**src/rtl/lc3_control.sv**
```systemverilog
// LC-3 style multicycle control unit: fetch/decode/execute FSM that drives
// the datapath selects, enables and load strobes. Outputs are registered from
// the next-state decode so each state's controls appear for exactly the
// cycles that state is occupied.
module lc3_control #(
  parameter int unsigned MEM_WAIT = 0
) (
  input  logic        clk,
  input  logic        rst,
  input  logic [15:0] IR,
  input  logic        N,
  input  logic        Z,
  input  logic        P,
  output logic        selEAB1,
  output logic        enaALU,
  output logic        regWE,
  output logic        flagWE,
  output logic        enaMARM,
  output logic        selMAR,
  output logic        enaPC,
  output logic        ldPC,
  output logic        ldIR,
  output logic        ldMAR,
  output logic        ldMDR,
  output logic        selMDR,
  output logic        enaMDR,
  output logic [1:0]  aluControl,
  output logic [1:0]  selPC,
  output logic [1:0]  selEAB2,
  output logic [2:0]  SR1,
  output logic [2:0]  SR2,
  output logic [2:0]  DR,
  output logic        memWE,
  output logic        illegal,
  output logic        halted
);

  typedef enum logic [4:0] {
    S_START, S_F0, S_F1, S_F2, S_DEC, S_ALU, S_BR, S_JMP, S_LEA,
    S_LD0, S_LD1, S_LD2, S_ST0, S_ST1, S_ST2, S_ILL, S_HALT
  } state_t;

  typedef struct packed {
    logic       sel_eab1, ena_alu, reg_we, flag_we, ena_marm, sel_mar, ena_pc, ld_pc;
    logic       ld_ir, ld_mar, ld_mdr, sel_mdr, ena_mdr, mem_we, illegal, halted;
    logic [1:0] alu_control, sel_pc, sel_eab2;
    logic [2:0] sr1, sr2, dr;
  } ctrl_t;

  // Last value of the wait counter in a memory-access state.
  localparam logic [3:0] WAIT_LAST = 4'(MEM_WAIT);

  state_t      state_r, state_next;
  logic [3:0]  cnt_r, cnt_next;
  ctrl_t       ctrl_r, ctrl_s;
  logic        br_take_s;
  logic        unused_s;

  assign br_take_s = (IR[11] & N) | (IR[10] & Z) | (IR[9] & P);
  assign unused_s  = ^IR[5:3];

  // State, wait counter and registered controls; reset forces START with all controls low.
  always_ff @(posedge clk or negedge rst) begin
    if (!rst) begin
      state_r <= S_START;
      cnt_r   <= 4'd0;
      ctrl_r  <= '0;
    end else begin
      state_r <= state_next;
      cnt_r   <= cnt_next;
      ctrl_r  <= ctrl_s;
    end
  end

  // Next-state logic; the counter defaults to 0 so every wait state starts fresh.
  always_comb begin
    state_next = state_r;
    cnt_next   = 4'd0;
    case (state_r)
      S_START: state_next = S_F0;
      S_F0:    state_next = S_F1;
      S_F1: begin
        if (cnt_r == WAIT_LAST) begin
          state_next = S_F2;
        end else begin
          state_next = S_F1;
          cnt_next   = cnt_r + 4'd1;
        end
      end
      S_F2:    state_next = S_DEC;
      S_DEC: begin
        case (IR[15:12])
          4'b0001, 4'b0101, 4'b1001: state_next = S_ALU;
          4'b0000: state_next = S_BR;
          4'b1100: state_next = S_JMP;
          4'b1110: state_next = S_LEA;
          4'b0010: state_next = S_LD0;
          4'b0011: state_next = S_ST0;
          4'b1111: state_next = S_HALT;
          default: state_next = S_ILL;
        endcase
      end
      S_ALU, S_BR, S_JMP, S_LEA, S_LD2, S_ILL: state_next = S_F0;
      S_LD0:   state_next = S_LD1;
      S_LD1: begin
        if (cnt_r == WAIT_LAST) begin
          state_next = S_LD2;
        end else begin
          state_next = S_LD1;
          cnt_next   = cnt_r + 4'd1;
        end
      end
      S_ST0:   state_next = S_ST1;
      S_ST1:   state_next = S_ST2;
      S_ST2: begin
        if (cnt_r == WAIT_LAST) begin
          state_next = S_F0;
        end else begin
          state_next = S_ST2;
          cnt_next   = cnt_r + 4'd1;
        end
      end
      S_HALT:  state_next = S_HALT;
      default: state_next = S_START;
    endcase
  end

  // Control decode for the state being entered, so registered outputs line up with it.
  always_comb begin
    ctrl_s = '0;
    case (state_next)
      S_F0: begin
        ctrl_s.ena_pc = 1'b1;
        ctrl_s.ld_mar = 1'b1;
        ctrl_s.ld_pc  = 1'b1;
      end
      S_F1, S_LD1: begin
        if (cnt_next == WAIT_LAST) begin
          ctrl_s.ld_mdr  = 1'b1;
          ctrl_s.sel_mdr = 1'b1;
        end else begin
          ctrl_s.ld_mdr  = 1'b0;
        end
      end
      S_F2: begin
        ctrl_s.ena_mdr = 1'b1;
        ctrl_s.ld_ir   = 1'b1;
      end
      S_ALU: begin
        ctrl_s.sr1         = IR[8:6];
        ctrl_s.sr2         = IR[2:0];
        ctrl_s.dr          = IR[11:9];
        ctrl_s.alu_control = IR[15:14];
        ctrl_s.ena_alu     = 1'b1;
        ctrl_s.reg_we      = 1'b1;
        ctrl_s.flag_we     = 1'b1;
      end
      S_BR: begin
        if (br_take_s) begin
          ctrl_s.ld_pc    = 1'b1;
          ctrl_s.sel_pc   = 2'd1;
          ctrl_s.sel_eab2 = 2'd2;
        end else begin
          ctrl_s.ld_pc    = 1'b0;
        end
      end
      S_JMP: begin
        ctrl_s.sr1      = IR[8:6];
        ctrl_s.sel_eab1 = 1'b1;
        ctrl_s.ld_pc    = 1'b1;
        ctrl_s.sel_pc   = 2'd1;
      end
      S_LEA: begin
        ctrl_s.sel_eab2 = 2'd2;
        ctrl_s.dr       = IR[11:9];
        ctrl_s.ena_marm = 1'b1;
        ctrl_s.reg_we   = 1'b1;
        ctrl_s.flag_we  = 1'b1;
      end
      S_LD0, S_ST0: begin
        ctrl_s.sel_eab2 = 2'd2;
        ctrl_s.ena_marm = 1'b1;
        ctrl_s.ld_mar   = 1'b1;
      end
      S_LD2: begin
        ctrl_s.dr      = IR[11:9];
        ctrl_s.ena_mdr = 1'b1;
        ctrl_s.reg_we  = 1'b1;
        ctrl_s.flag_we = 1'b1;
      end
      S_ST1: begin
        ctrl_s.sr1      = IR[11:9];
        ctrl_s.sel_eab1 = 1'b1;
        ctrl_s.ena_marm = 1'b1;
        ctrl_s.ld_mdr   = 1'b1;
      end
      S_ST2:   ctrl_s.mem_we  = 1'b1;
      S_ILL:   ctrl_s.illegal = 1'b1;
      S_HALT:  ctrl_s.halted  = 1'b1;
      default: ctrl_s = '0;
    endcase
  end

  assign selEAB1    = ctrl_r.sel_eab1;
  assign enaALU     = ctrl_r.ena_alu;
  assign regWE      = ctrl_r.reg_we;
  assign flagWE     = ctrl_r.flag_we;
  assign enaMARM    = ctrl_r.ena_marm;
  assign selMAR     = ctrl_r.sel_mar;
  assign enaPC      = ctrl_r.ena_pc;
  assign ldPC       = ctrl_r.ld_pc;
  assign ldIR       = ctrl_r.ld_ir;
  assign ldMAR      = ctrl_r.ld_mar;
  assign ldMDR      = ctrl_r.ld_mdr;
  assign selMDR     = ctrl_r.sel_mdr;
  assign enaMDR     = ctrl_r.ena_mdr;
  assign aluControl = ctrl_r.alu_control;
  assign selPC      = ctrl_r.sel_pc;
  assign selEAB2    = ctrl_r.sel_eab2;
  assign SR1        = ctrl_r.sr1;
  assign SR2        = ctrl_r.sr2;
  assign DR         = ctrl_r.dr;
  assign memWE      = ctrl_r.mem_we;
  assign illegal    = ctrl_r.illegal;
  assign halted     = ctrl_r.halted;

endmodule
```
**config.mk**
```make
export PLATFORM = sky130hd
export DESIGN_NAME = lc3_control
export DESIGN_NICKNAME = d
export VERILOG_FILES = /design/src/rtl/lc3_control.sv
export SDC_FILE = /design/constraint.sdc
export NUM_CORES = 1
export LEC_CHECK = 0
export ABC_AREA = 1
export BUFFER_PORTS_ARGS = -buffer_cell sky130_fd_sc_hd__buf_2
export CAP_MARGIN = 40
export CORE_MARGIN = 3
export CORE_UTILIZATION = 51
export DETAILED_ROUTE_END_ITERATION = 8
export GPL_TIMING_DRIVEN = 0
export PLACE_DENSITY_LB_ADDON = 0.3
export SYNTH_ARGS = -nofsm -noshare
export SYNTH_HDL_FRONTEND = slang
export SYNTH_SLANG_ARGS = --single-unit
```
**constraint.sdc**
```tcl
create_clock -name clk -period 2.2 [get_ports clk]
set_input_delay 0.44 -clock clk [delete_from_list [all_inputs] [get_ports clk]]
set_output_delay 0.44 -clock clk [all_outputs]
set_load 0.005 [all_outputs]
```
# Yosys cells after proc, flatten, opt, wreduce, memory -nomap -nowiden
# Memory sizes are Yosys's and may differ from the RTL's.
# Index checks and enable logic that the tools add are counted.
[totals]
memories = 1
romBits = 80
reg_bits = 39
output_inout_bits = 31
in_bits = 21
[mem_list]
columns = ["memory", "words", "width", "read_ports", "rd_clocked_by_memory_dff", "write_ports", "line", "rtl"]
rows = [
  ["(no name shown)", 16, 5, 1, 0, 0, "92", "case (IR[15:12])"],
]
[op_classes]
n_reduce_logical = 14
n_eq_ne = 31
add_sub_neg = 1
muxes = 29
bitwise = 5
[op_table]
columns = ["op", "n"]
rows = [
  ["$eq 5x4->1 const B", 16],
  ["$pmux 5 s11", 1],
  ["$eq 5x3->1 const B", 7],
  ["$eq 5x2->1 const B", 4],
  ["$mux 1", 15],
  ["$mux 4", 3],
  ["$reduce_or 3->1", 4],
  ["$eq 5x1->1 const B", 2],
  ["$eq 5x5->1 const B", 2],
  ["$reduce_or 2->1", 5],
  ["$mux 3", 3],
  ["$logic_not 4->1", 2],
  ["$reduce_or 7->1", 1],
  ["$pmux 1 s2", 3],
  ["$pmux 3 s2", 1],
  ["$logic_not 5->1", 1],
  ["$add 4x1->4 const B", 1],
  ["$mux 2", 2],
  ["$pmux 2 s2", 1],
  ["$reduce_or 4->1", 1],
  ["$and 1x1->1", 3],
  ["$or 1x1->1", 2],
]

# Depth between registers and ports, before layout
# Gate-level depths: netlist of run 1.
[depth]
word_depth = 6
ltp_mapped = 13
ltp_nobuf = 13

# Worst setup path after synthesis of run 1
# No wires, ideal clock.
[synth_path]
path_kind = "input port to flip-flop"
from = "in IR[12]"
to = "reg ctrl_r, in the netlist DR[0]"
slack_ns = 0.439
t_required_ns = 2.080
cell_stages = 13
t_arrival_ns = 1.641
path_buffers = 0
cell_sequence = "inv_1 ha_1 nand3_1 nand2_1 inv_1 nand2_1 nand3_1 nor2_4 nor2_1 nand2_1 nand2_1 nor2_2 nor2_1"
[synth_rtl]
columns = ["item", "line", "rtl"]
rows = [
  ["start, declared", "10", "input logic [15:0] IR,"],
  ["end signal, assigned", "71", "ctrl_r <= ctrl_s;"],
  ["end, declared", "55", "ctrl_t ctrl_r, ctrl_s;"],
]

==> results of run 1 <==
[synthesized netlist by cell type (all sizes together)]
| master | count | area (sq um) |
|---|---|---|
| ha | 5 | 62.6 |
| o211a | 1 | 10.0 |
| dfrtp | 36 | 901 |
| nand3 | 27 | 158 |
| buf | 4 | 30.0 |
| nand2 | 58 | 225 |
| a21oi | 2 | 10.0 |
| nor3b | 1 | 7.51 |
| nand4 | 2 | 12.5 |
| xor2 | 1 | 8.76 |
| inv | 33 | 124 |
| nor3 | 5 | 36.3 |
| conb | 1 | 3.75 |
| nor2 | 40 | 175 |
| xnor2 | 1 | 8.76 |
| o21ai | 4 | 20.0 |
| o31ai | 1 | 7.51 |
| or2 | 1 | 6.26 |
[layout make-up]
cell class	count	area, sq um
fillers	306	1030
flip-flops and latches	36	901
multi-input cells	152	759
repair buffers	45	225
inverters	33	124
well taps	44	55.1
clock buffers	6	41.3
clock inverters	2	35.0
plain buffers	4	30.0
[metrics by stage]
stage	instances	cell area, sq um	util [%]	hold slack [ns]
final	322	2170	67.8	0.162
after global routing	322	2170	67.8	0.229
after floorplan	225	1810	-	0.144
after global placement	314	2090	65.4	0.561
after detailed placement	314	2090	65.4	0.562
after CTS	322	2170	67.8	0.194
[final timing paths]
kind,from,end
min in group clk,IR[2],SR2[2]$_DFF_PN0_
worst max-delay path,state_r[4]$_DFF_PN0_,DR[0]$_DFF_PN0_
worst max register to register,state_r[4]$_DFF_PN0_,DR[0]$_DFF_PN0_
max in group asynchronous,rst,ldIR$_DFF_PN0_
worst min register to register,cnt_r[2]$_DFF_PN0_,cnt_r[2]$_DFF_PN0_
worst min-delay path,rst,aluControl[0]$_DFF_PN0_
[registers in the layout (all words and copies together), names as in the netlist, 2 cells and up]
| signal | cells |
|---|---|
| SR2 | 3 |
| state_r | 5 |
| aluControl | 2 |
| SR1 | 3 |
| cnt_r | 4 |
| DR | 3 |
[routing by layer]
layer / vias to the layer above / share of wire, % / track usage [%]
li1: 795 / - / -
met1: 713 / 43 / 22.0
met3: 6 / 5.7 / 3.93
met4: 0 / 1.6 / 7.51
met2: 42 / 50 / 32.7
met5: - / 0 / 0
[where the power goes]
group	switching [mW]	internal, mW
combinational	0.692	0.364
clock	0.209	0.238
sequential	0.0786	0.830
total	0.979	1.43
[kinds of logic (layout without fill, tap and decap cells)]
logic type      count (synthesis)  count (layout)  share of synthesized area (%)
simple gates                  134             134                           34.3
compound gates                  8               8                           2.63
fa+ha+maj                       5               5                           3.46
buf+inv                        37              90                           8.52
other cells                     1               3                          0.208
flops                          36              36                           49.9
xor+xnor                        2               2                          0.970
==> results.cfg, run 1 <==
[synth]
synthDistinctLibCells = 25
ys_seq_area_share_pct = 49.9
ys_ff_latch = 36
yosys_warnings = 0
syn_inst = 223
syn_area_sq_um = 1810
avgSynthCellArea_sq_um = 8.10

[sta]
setup_viol = 0
fin_skew_ns = 0.00449
hold_viol = 0
fin_tns_setup_ns = 0
slew_viol_final = 0
setup_ws_ns = 0.289
maxSlewHeadroom_pct = 49.1
worst_slew_pin_slew_ns = 0.763
grt_setup_unrepaired = no
fmax_mhz = 523
finalCritPeriodShare_pct = 86.9
period_needed_ns = 1.91

[pwr]
max-vdd-ir-drop_mv = 0.837
power_mw = 2.41
total_leakage_power_nw = 1.38
p_per_area_nw_per_um2 = 1110

[setup_path]
reg2regPathDepth = 11
crit_family = simple AND/OR/NAND/NOR gates
path_cells = inv_2 -> nand3_1 -> nor2_1 -> nand2_1 -> nand3_1 -> nor2_4 -> nor2_1 -> nand2_1 -> nand2_1 -> nor2_2 -> nor2_1
path_buf_inv = 1
r2r_slack_ns = 0.29
slowest_delay_ns = 0.42
critical_path_depth = 11
critical_path_class = reg -> reg
endpoint_kind = flop
cp.arrival_ns = 2.18
cp_slowest_cell = dfrtp_1
crit_fanout = 9
cp.required_ns = 2.47
start_kind = flop

[routing]
drcViolationCount = 0
drt_iter0_drc = 72
drt_wl_total_um = 3620
viasPerCell = 4.83
vias = 1556
first_pass_iters = 5
final_antenna_net_count = 0
wl_per_cell_um = 11.2

[place]
place_congestion = 0.872
port_buffers = 45
place_ws_ns = 0.0808
dp_hpwl_um = 2800

[die]
die_h_um = 65.5
initial_utilization_pct = 56.4
rows = 20
die_w_um = 65.5
die_area_sq_um = 4290
ioPinCount = 52
core_sq_um = 3200

[clocking]
root_buffer = clkbuf_4
cts_hold_buf = 0
cts_sinks = 36
post-cts-setup-buffers = 0
numCtsBuffers = 5
cts-resized-gates = 0
cts-htree-levels = 2
cts_tree = done
clk_path_buf_depth = 2
insertion_delay_ns = 0.33
worst_setup_hold_path_clk_slew_ns = 0.10

[flow_run]
max_cap_viol_count = 0

[global_route]
grt_util_all_layers_pct = 18.6
grt-ovfl-total = 0
grt_max_degree = 37
grt_pass1_wl_um = 6240
antenna_found_initial = 0
grt_pass1_vias = 1457

[cells_and_area]
layout_commonest_cell = nand2_1
drive_above_1_share_pct = 25.2
layout_common_cells = 57 x nand2_1, 45 x buf_2, 36 x dfrtp_1
area_growth_pct = 20.2
diodes = 0
final_nets = 303

[outcome]
status = finished clean

[min_path]
worstHoldPathType = in -> async
Note: power is estimated with default switching activity, not from simulation.
==> inputs of run 2 (changes only) <==
- ABC_AREA: 1 -> unset
==> run 2 against run 1 <==
  * Final cell count is 16% lower
  * Critical path depth is 4 lower
  * Global-route usage is 1.1 points higher
  * Register-to-register slack worse by 0.29 ns
  * Sequential power is 2% lower
  * Critical path type unchanged
  * Highest routed layer unchanged
==> results.cfg, run 2 <==
[pwr]
power_switching_mw = 1.17
pwr-share-comb_pct = 57.6
swShare_pct = 41.2
p_per_area_nw_per_um2 = 1240
seq_power_share_pct = 31.3
internal_power_mw = 1.67
total_leakage_power_nw = 1.20
p_clk_share_pct = 11.1
max-vdd-ir-drop_mv = 0.828

[setup_path]
reg2reg_from = cnt_r[0]$_DFF_PN0_
cp.required_ns = 2.45
reg2regPathDepth = 7
start_kind = flop
endpoint_kind = flop
path_cells = inv_1 -> ha_2 -> nor3b_4 -> o311a_1 -> a221o_1 -> or3_4 -> o31ai_4
r2r_slack_ns = 0.003
critical_path_class = reg -> reg
cp.arrival_ns = 2.45
path_buf_inv = 1
crit_path_start = cnt_r[0]$_DFF_PN0_
slowest_delay_ns = 0.45
crit_fanout = 8
cp_slowest_cell = a221o_1
crit_family = compound AO/OA/AOI/OAI gates
rr_endpoint = selEAB2[1]$_DFF_PN0_

[cells_and_area]
drive_above_1_share_pct = 42.7
layout_commonest_cell = buf_2
fill_cells = 238
final_nets = 253
layout_common_cells = 45 x buf_2, 36 x dfrtp_1, 14 x buf_4
multiInputGateArea_sq_um = 882
reg_top3 = state_r (5), cnt_r (4)
regMostFlops = state_r
utilization_pct = 71.4
largest_register_ffs = 5
regArea_sq_um = 901
diodes = 0
area_growth_pct = 27.0

[routing]
drcViolationCount = 0
first_pass_iters = 4
vias = 1490
drt_wl_total_um = 4310
wl_per_cell_um = 15.9
viasPerCell = 5.50
final_antenna_net_count = 0
drt_iter0_drc = 110

[die]
die_h_um = 65.4
ioPinCount = 52
initial_utilization_pct = 56.3
die_area_sq_um = 4280
rows = 20
die_w_um = 65.4
core_sq_um = 3200

[place]
dp_hpwl_um = 2830
place_congestion = 0.804
place_ws_ns = -0.238
port_buffers = 43

[synth]
ys_seq_area_share_pct = 50.0
yosysMostFrequentCell = dfrtp_1
syn_area_sq_um = 1800
synth_area_leaders = dfrtp_1 50%, ha_1 3.5%, and3_1 2.8%
synth_top_area_share_pct = 50.0
yosys_warnings = 0
synth_ff_type = dfrtp_1
synthDistinctLibCells = 54
synth_top_cell_by_area = dfrtp_1
synth_commonest_cells = 36 x dfrtp_1, 11 x nor2_1, 10 x inv_1
ys_ff_latch = 36
avgSynthCellArea_sq_um = 10.9
async_flop_share_pct = 100
synth_edf_count = 0
syn_inst = 165

[sta]
maxSlewHeadroom_pct = 50.0
fin_tns_setup_ns = 0
period_needed_ns = 2.20
fin_hold_ws_ns = 0.158
setup_viol = 0
slew_viol_final = 0
grt_setup_unrepaired = yes
fin_skew_ns = 0.00785
worst_slew_pin_slew_ns = 0.751
finalCritPeriodShare_pct = 99.9
hold_viol = 0
setup_ws_ns = 0.00321
fmax_mhz = 455

[global_route]
gr-max-usage-layer = met2
grt_util_all_layers_pct = 19.7
use_met3_pct = 5.98
antenna_found_initial = 0
grt-ovfl-total = 0
grt_max_degree = 37
grt_pass1_wl_um = 6380
met1_usage_pct = 25.2
grt_use_met2_pct = 32.0
grt_pass1_vias = 1367

[clocking]
cts_hold_buf = 0
numCtsBuffers = 5
root_buffer = clkbuf_4
clk_path_buf_depth = 2
cts_sinks = 36
cts-htree-levels = 2
insertion_delay_ns = 0.34
worst_setup_hold_path_clk_slew_ns = 0.10
cts_tree = done

[flow_run]
max_cap_viol_count = 0

[outcome]
status = finished clean

[min_path]
worstHoldPathType = in -> async
==> run 2: cell types whose count changed after synthesis, moves of 3 or more <==
cell	previous run	this run
a21oi_1	2	6
a22o_1	0	3
and2_1	0	4
and3_1	0	8
inv_1	31	10
nand2_1	57	9
nand2b_1	0	3
nand3_1	24	3
nor2_1	34	11
nor2_2	4	0
nor2b_1	0	7
o21ai_0	4	1
xnor2_1	1	4
==> run 2: timing repair <==
| action | 4_1_cts | 5_1_grt |
|---|---|---|
| setup endpoints to repair | 23 | 19 |
| pin swaps | 4 | 10 |
| setup buffers | 7 | 3 |
| hold endpoints to repair | 0 | 0 |
| gates resized for setup | 6 | 19 |
==> run 2: how the worst max path moves through the flow <==
stage,endpoint,slack (ns),cells after the start
after detailed placement,ldMDR$_DFF_PN0_,-0.24,8
after global routing,DR[0]$_DFF_PN0_,-0.07,8
after global placement,ldMDR$_DFF_PN0_,-0.14,8
after floorplan,ldMDR$_DFF_PN0_,0.10,9
final,selEAB2[1]$_DFF_PN0_,0.003,7
after CTS,DR[2]$_DFF_PN0_,-0.002,8
==> run 2: power by group through the flow <==
stage	Combinational [mW]	Clock, mW	Sequential, mW
6_report	1.64	0.315	0.891
5_1_grt	1.76	0.353	0.910
4_1_cts	1.39	0.320	0.892
3_5_place_dp	1.24	0	0.904
3_3_place_gp	1.20	0	0.901
2_1_floorplan	0.830	0	0.930
==> run 2: layout make-up <==
type / count / share of cell area [%]
plain buffers: 11 / 3.01
multi-input cells: 110 / 38.5
clock buffers: 6 / 1.80
repair buffers: 53 / 13.0
well taps: 44 / 2.41
inverters: 10 / 1.64
clock inverters: 1 / 0.219
flip-flops and latches: 36 / 39.4
==> run 2: routing by layer <==
layer | up-vias | wire (um)
li1 | 692 | -
met1 | 719 | 1750
met2 | 66 | 2200
met3 | 13 | 251
met4 | 0 | 109
met5 | - | 0
==> run 2: cells by family (layout without fill, tap and decap cells) <==
family	after synthesis	in the layout	share of synthesized area, %
and+or+nand+nor	66	66	22.6
DFF	36	36	50.0
AOI/OAI and AO/OA	28	28	13.6
buffers and inverters	21	81	5.83
adders and majority gates	5	5	3.47
xor gates and xnor gates	5	5	2.43
muxes	3	3	1.81
other	1	3	0.208
==> run 2: per-stage QoR <==
step           total power, mW  instances  instance area [sq um]
6_report                  2.85        271                   2290
5_1_grt                   3.03        271                   2290
4_1_cts                   2.60        268                   2210
3_5_place_dp              2.15        254                   2080
3_3_place_gp              2.10        254                   2080
2_1_floorplan             1.76        167                   1810
==> inputs of run 3 (changes only) <==
- CORE_UTILIZATION: 51 -> 55
- clock period: 2.2 -> 2.7 ns (I/O delays scaled with it)
==> run 3 against run 2 <==
  * Final cell count decreased by 3.3%
  * Clock power increased by 18%
  * Register-to-register slack improved by 0.28 ns
  * Via count down 7.3%
  * Critical path type unchanged
  * Die area decreased by 6.6%
  * Clock-buffer cell count is the same
  * Largest cell class unchanged
  * Fmax down 9.2%
  * Critical path depth increased by 1
  * Total power down 26%
  * Non-clock buffer count is 10 lower
  * Clock skew up 0.0039 ns
  * Critical endpoint is now ldMDR$_DFF_PN0_
==> results.cfg, run 3 (synthesis results as in run 2) <==
[sta]
fmax_mhz = 414
slew_viol_final = 0
maxSlewHeadroom_pct = 49.1
fin_tns_setup_ns = 0
period_needed_ns = 2.42
hold_viol = 0
fin_skew_ns = 0.0118
setup_viol = 0
setup_ws_ns = 0.282
grt_setup_unrepaired = no
worst_slew_pin_slew_ns = 0.763
finalCritPeriodShare_pct = 89.6

[pwr]
pwr-share-comb_pct = 47.6
total_leakage_power_nw = 1.14
p_clk_share_pct = 17.8
max-vdd-ir-drop_mv = 0.584
seq_power_share_pct = 34.7
internal_power_mw = 1.29
swShare_pct = 38.4
power_switching_mw = 0.805
p_per_area_nw_per_um2 = 972
power_mw = 2.09

[min_path]
worstHoldPathType = in -> async

[routing]
wl_per_cell_um = 13.9
drcViolationCount = 0
vias = 1381
final_antenna_net_count = 0
viasPerCell = 5.27
drt_iter0_drc = 38
first_pass_iters = 5
drt_wl_total_um = 3650

[flow_run]
max_cap_viol_count = 0

[global_route]
grt_util_all_layers_pct = 20.0
grt-ovfl-total = 0
antenna_found_initial = 0
grt_max_degree = 37
grt_pass1_vias = 1373
grt_pass1_wl_um = 6270

[setup_path]
start_kind = flop
critical_path_class = reg -> reg
endpoint_kind = flop
cp.required_ns = 2.94
cp.arrival_ns = 2.66
crit_fanout = 8

[cells_and_area]
final_nets = 243
regMostFlops = state_r
reg_top3 = state_r (5), cnt_r (4)
largest_register_ffs = 5
finalInstanceArea_sq_um = 2160
diodes = 0
layout_commonest_cell = buf_2
drive_above_1_share_pct = 33.9
area_growth_pct = 19.7
layout_common_cells = 45 x buf_2, 36 x dfrtp_1, 11 x nor2_1
fill_cells = 255

[clocking]
cts_tree = done
post-cts-setup-buffers = 0
worst_setup_hold_path_clk_slew_ns = 0.11
cts_hold_buf = 0
numCtsBuffers = 5
insertion_delay_ns = 0.35
clk_path_buf_depth = 2
cts-resized-gates = 0
root_buffer = clkbuf_4
cts_sinks = 36
cts-htree-levels = 2

[place]
place_area_sq_um = 2080
place_congestion = 0.831
dp_hpwl_um = 2650
place_ws_ns = 0.238
port_buffers = 43

[die]
ioPinCount = 52
die_area_sq_um = 4000
die_h_um = 63.2
core_sq_um = 3080
die_w_um = 63.2
initial_utilization_pct = 58.5
rows = 20

[outcome]
status = finished clean
-- run 3: cell types whose count changed in the layout (fill, tap and decap cells not counted), moves of 2 or more --
cell,change
buf_4,-8
buf_6,-2
inv_2,-2
inv_1,+2
a2111oi_0,+2
and2_1,+2
-- run 3: worst paths after layout --
| check | slack, ns | startpoint | to | depth (start not counted) |
|---|---|---|---|---|
| worst max-delay path | 0.28 | cnt_r[0]$_DFF_PN0_ | ldMDR$_DFF_PN0_ | 8 |
| worst min-delay path | 0.25 | rst | state_r[1]$_DFF_PN0_ | 1 |
| worst max register to register | 0.28 | cnt_r[0]$_DFF_PN0_ | ldMDR$_DFF_PN0_ | 8 |
| worst min register to register | 0.55 | cnt_r[0]$_DFF_PN0_ | cnt_r[0]$_DFF_PN0_ | 1 |
| max in group asynchronous | 1.96 | rst | state_r[3]$_DFF_PN0_ | 1 |
| min in group clk | 0.40 | IR[7] | SR1[1]$_DFF_PN0_ | 2 |
-- run 3: layer usage --
metal	up-vias	wire length, um	share of wire, %	track usage [%]
li1	672	-	-	-
met1	667	1590	44	25.7
met2	35	1780	49	32.0
met3	7	218	6.0	6.60
met4	0	54	1.5	6.74
met5	-	0	0	0
-- run 3: layout make-up --
type | instances | area, sq um | area share [%]
flip-flops and latches | 36 | 901 | 41.8
multi-input cells | 110 | 803 | 37.3
repair buffers | 43 | 215 | 9.98
plain buffers | 11 | 67.6 | 3.13
well taps | 44 | 55.1 | 2.55
clock buffers | 6 | 41.3 | 1.92
inverters | 10 | 37.5 | 1.74
clock inverters | 2 | 35.0 | 1.63
-- run 3: power groups by stage --
stage               clock, mW  combinational, mW  sequential, mW
floorplan                   0              0.676           0.758
global placement            0              0.972           0.734
detailed placement          0              0.993           0.737
CTS                     0.383              0.998           0.727
global route            0.406               1.11           0.744
finish                  0.372              0.996           0.726
-- run 3: worst max-delay path, stage by stage, from the launching register on --
cell	delay (ns)
dfrtp_1	0.44
inv_1	0.08
ha_1	0.14
nor3b_4	0.33
a2111oi_0	0.19
a31oi_1	0.54
inv_1	0.21
o2111a_1	0.18
or2_1	0.21
-- run 3: stage by stage --
stage	cells	util [%]	hold WS, ns
after floorplan	167	-	0.244
after global placement	254	67.6	0.498
after detailed placement	254	67.6	0.521
after CTS	262	70.0	0.263
after global routing	262	70.0	0.276
final	262	70.0	0.250
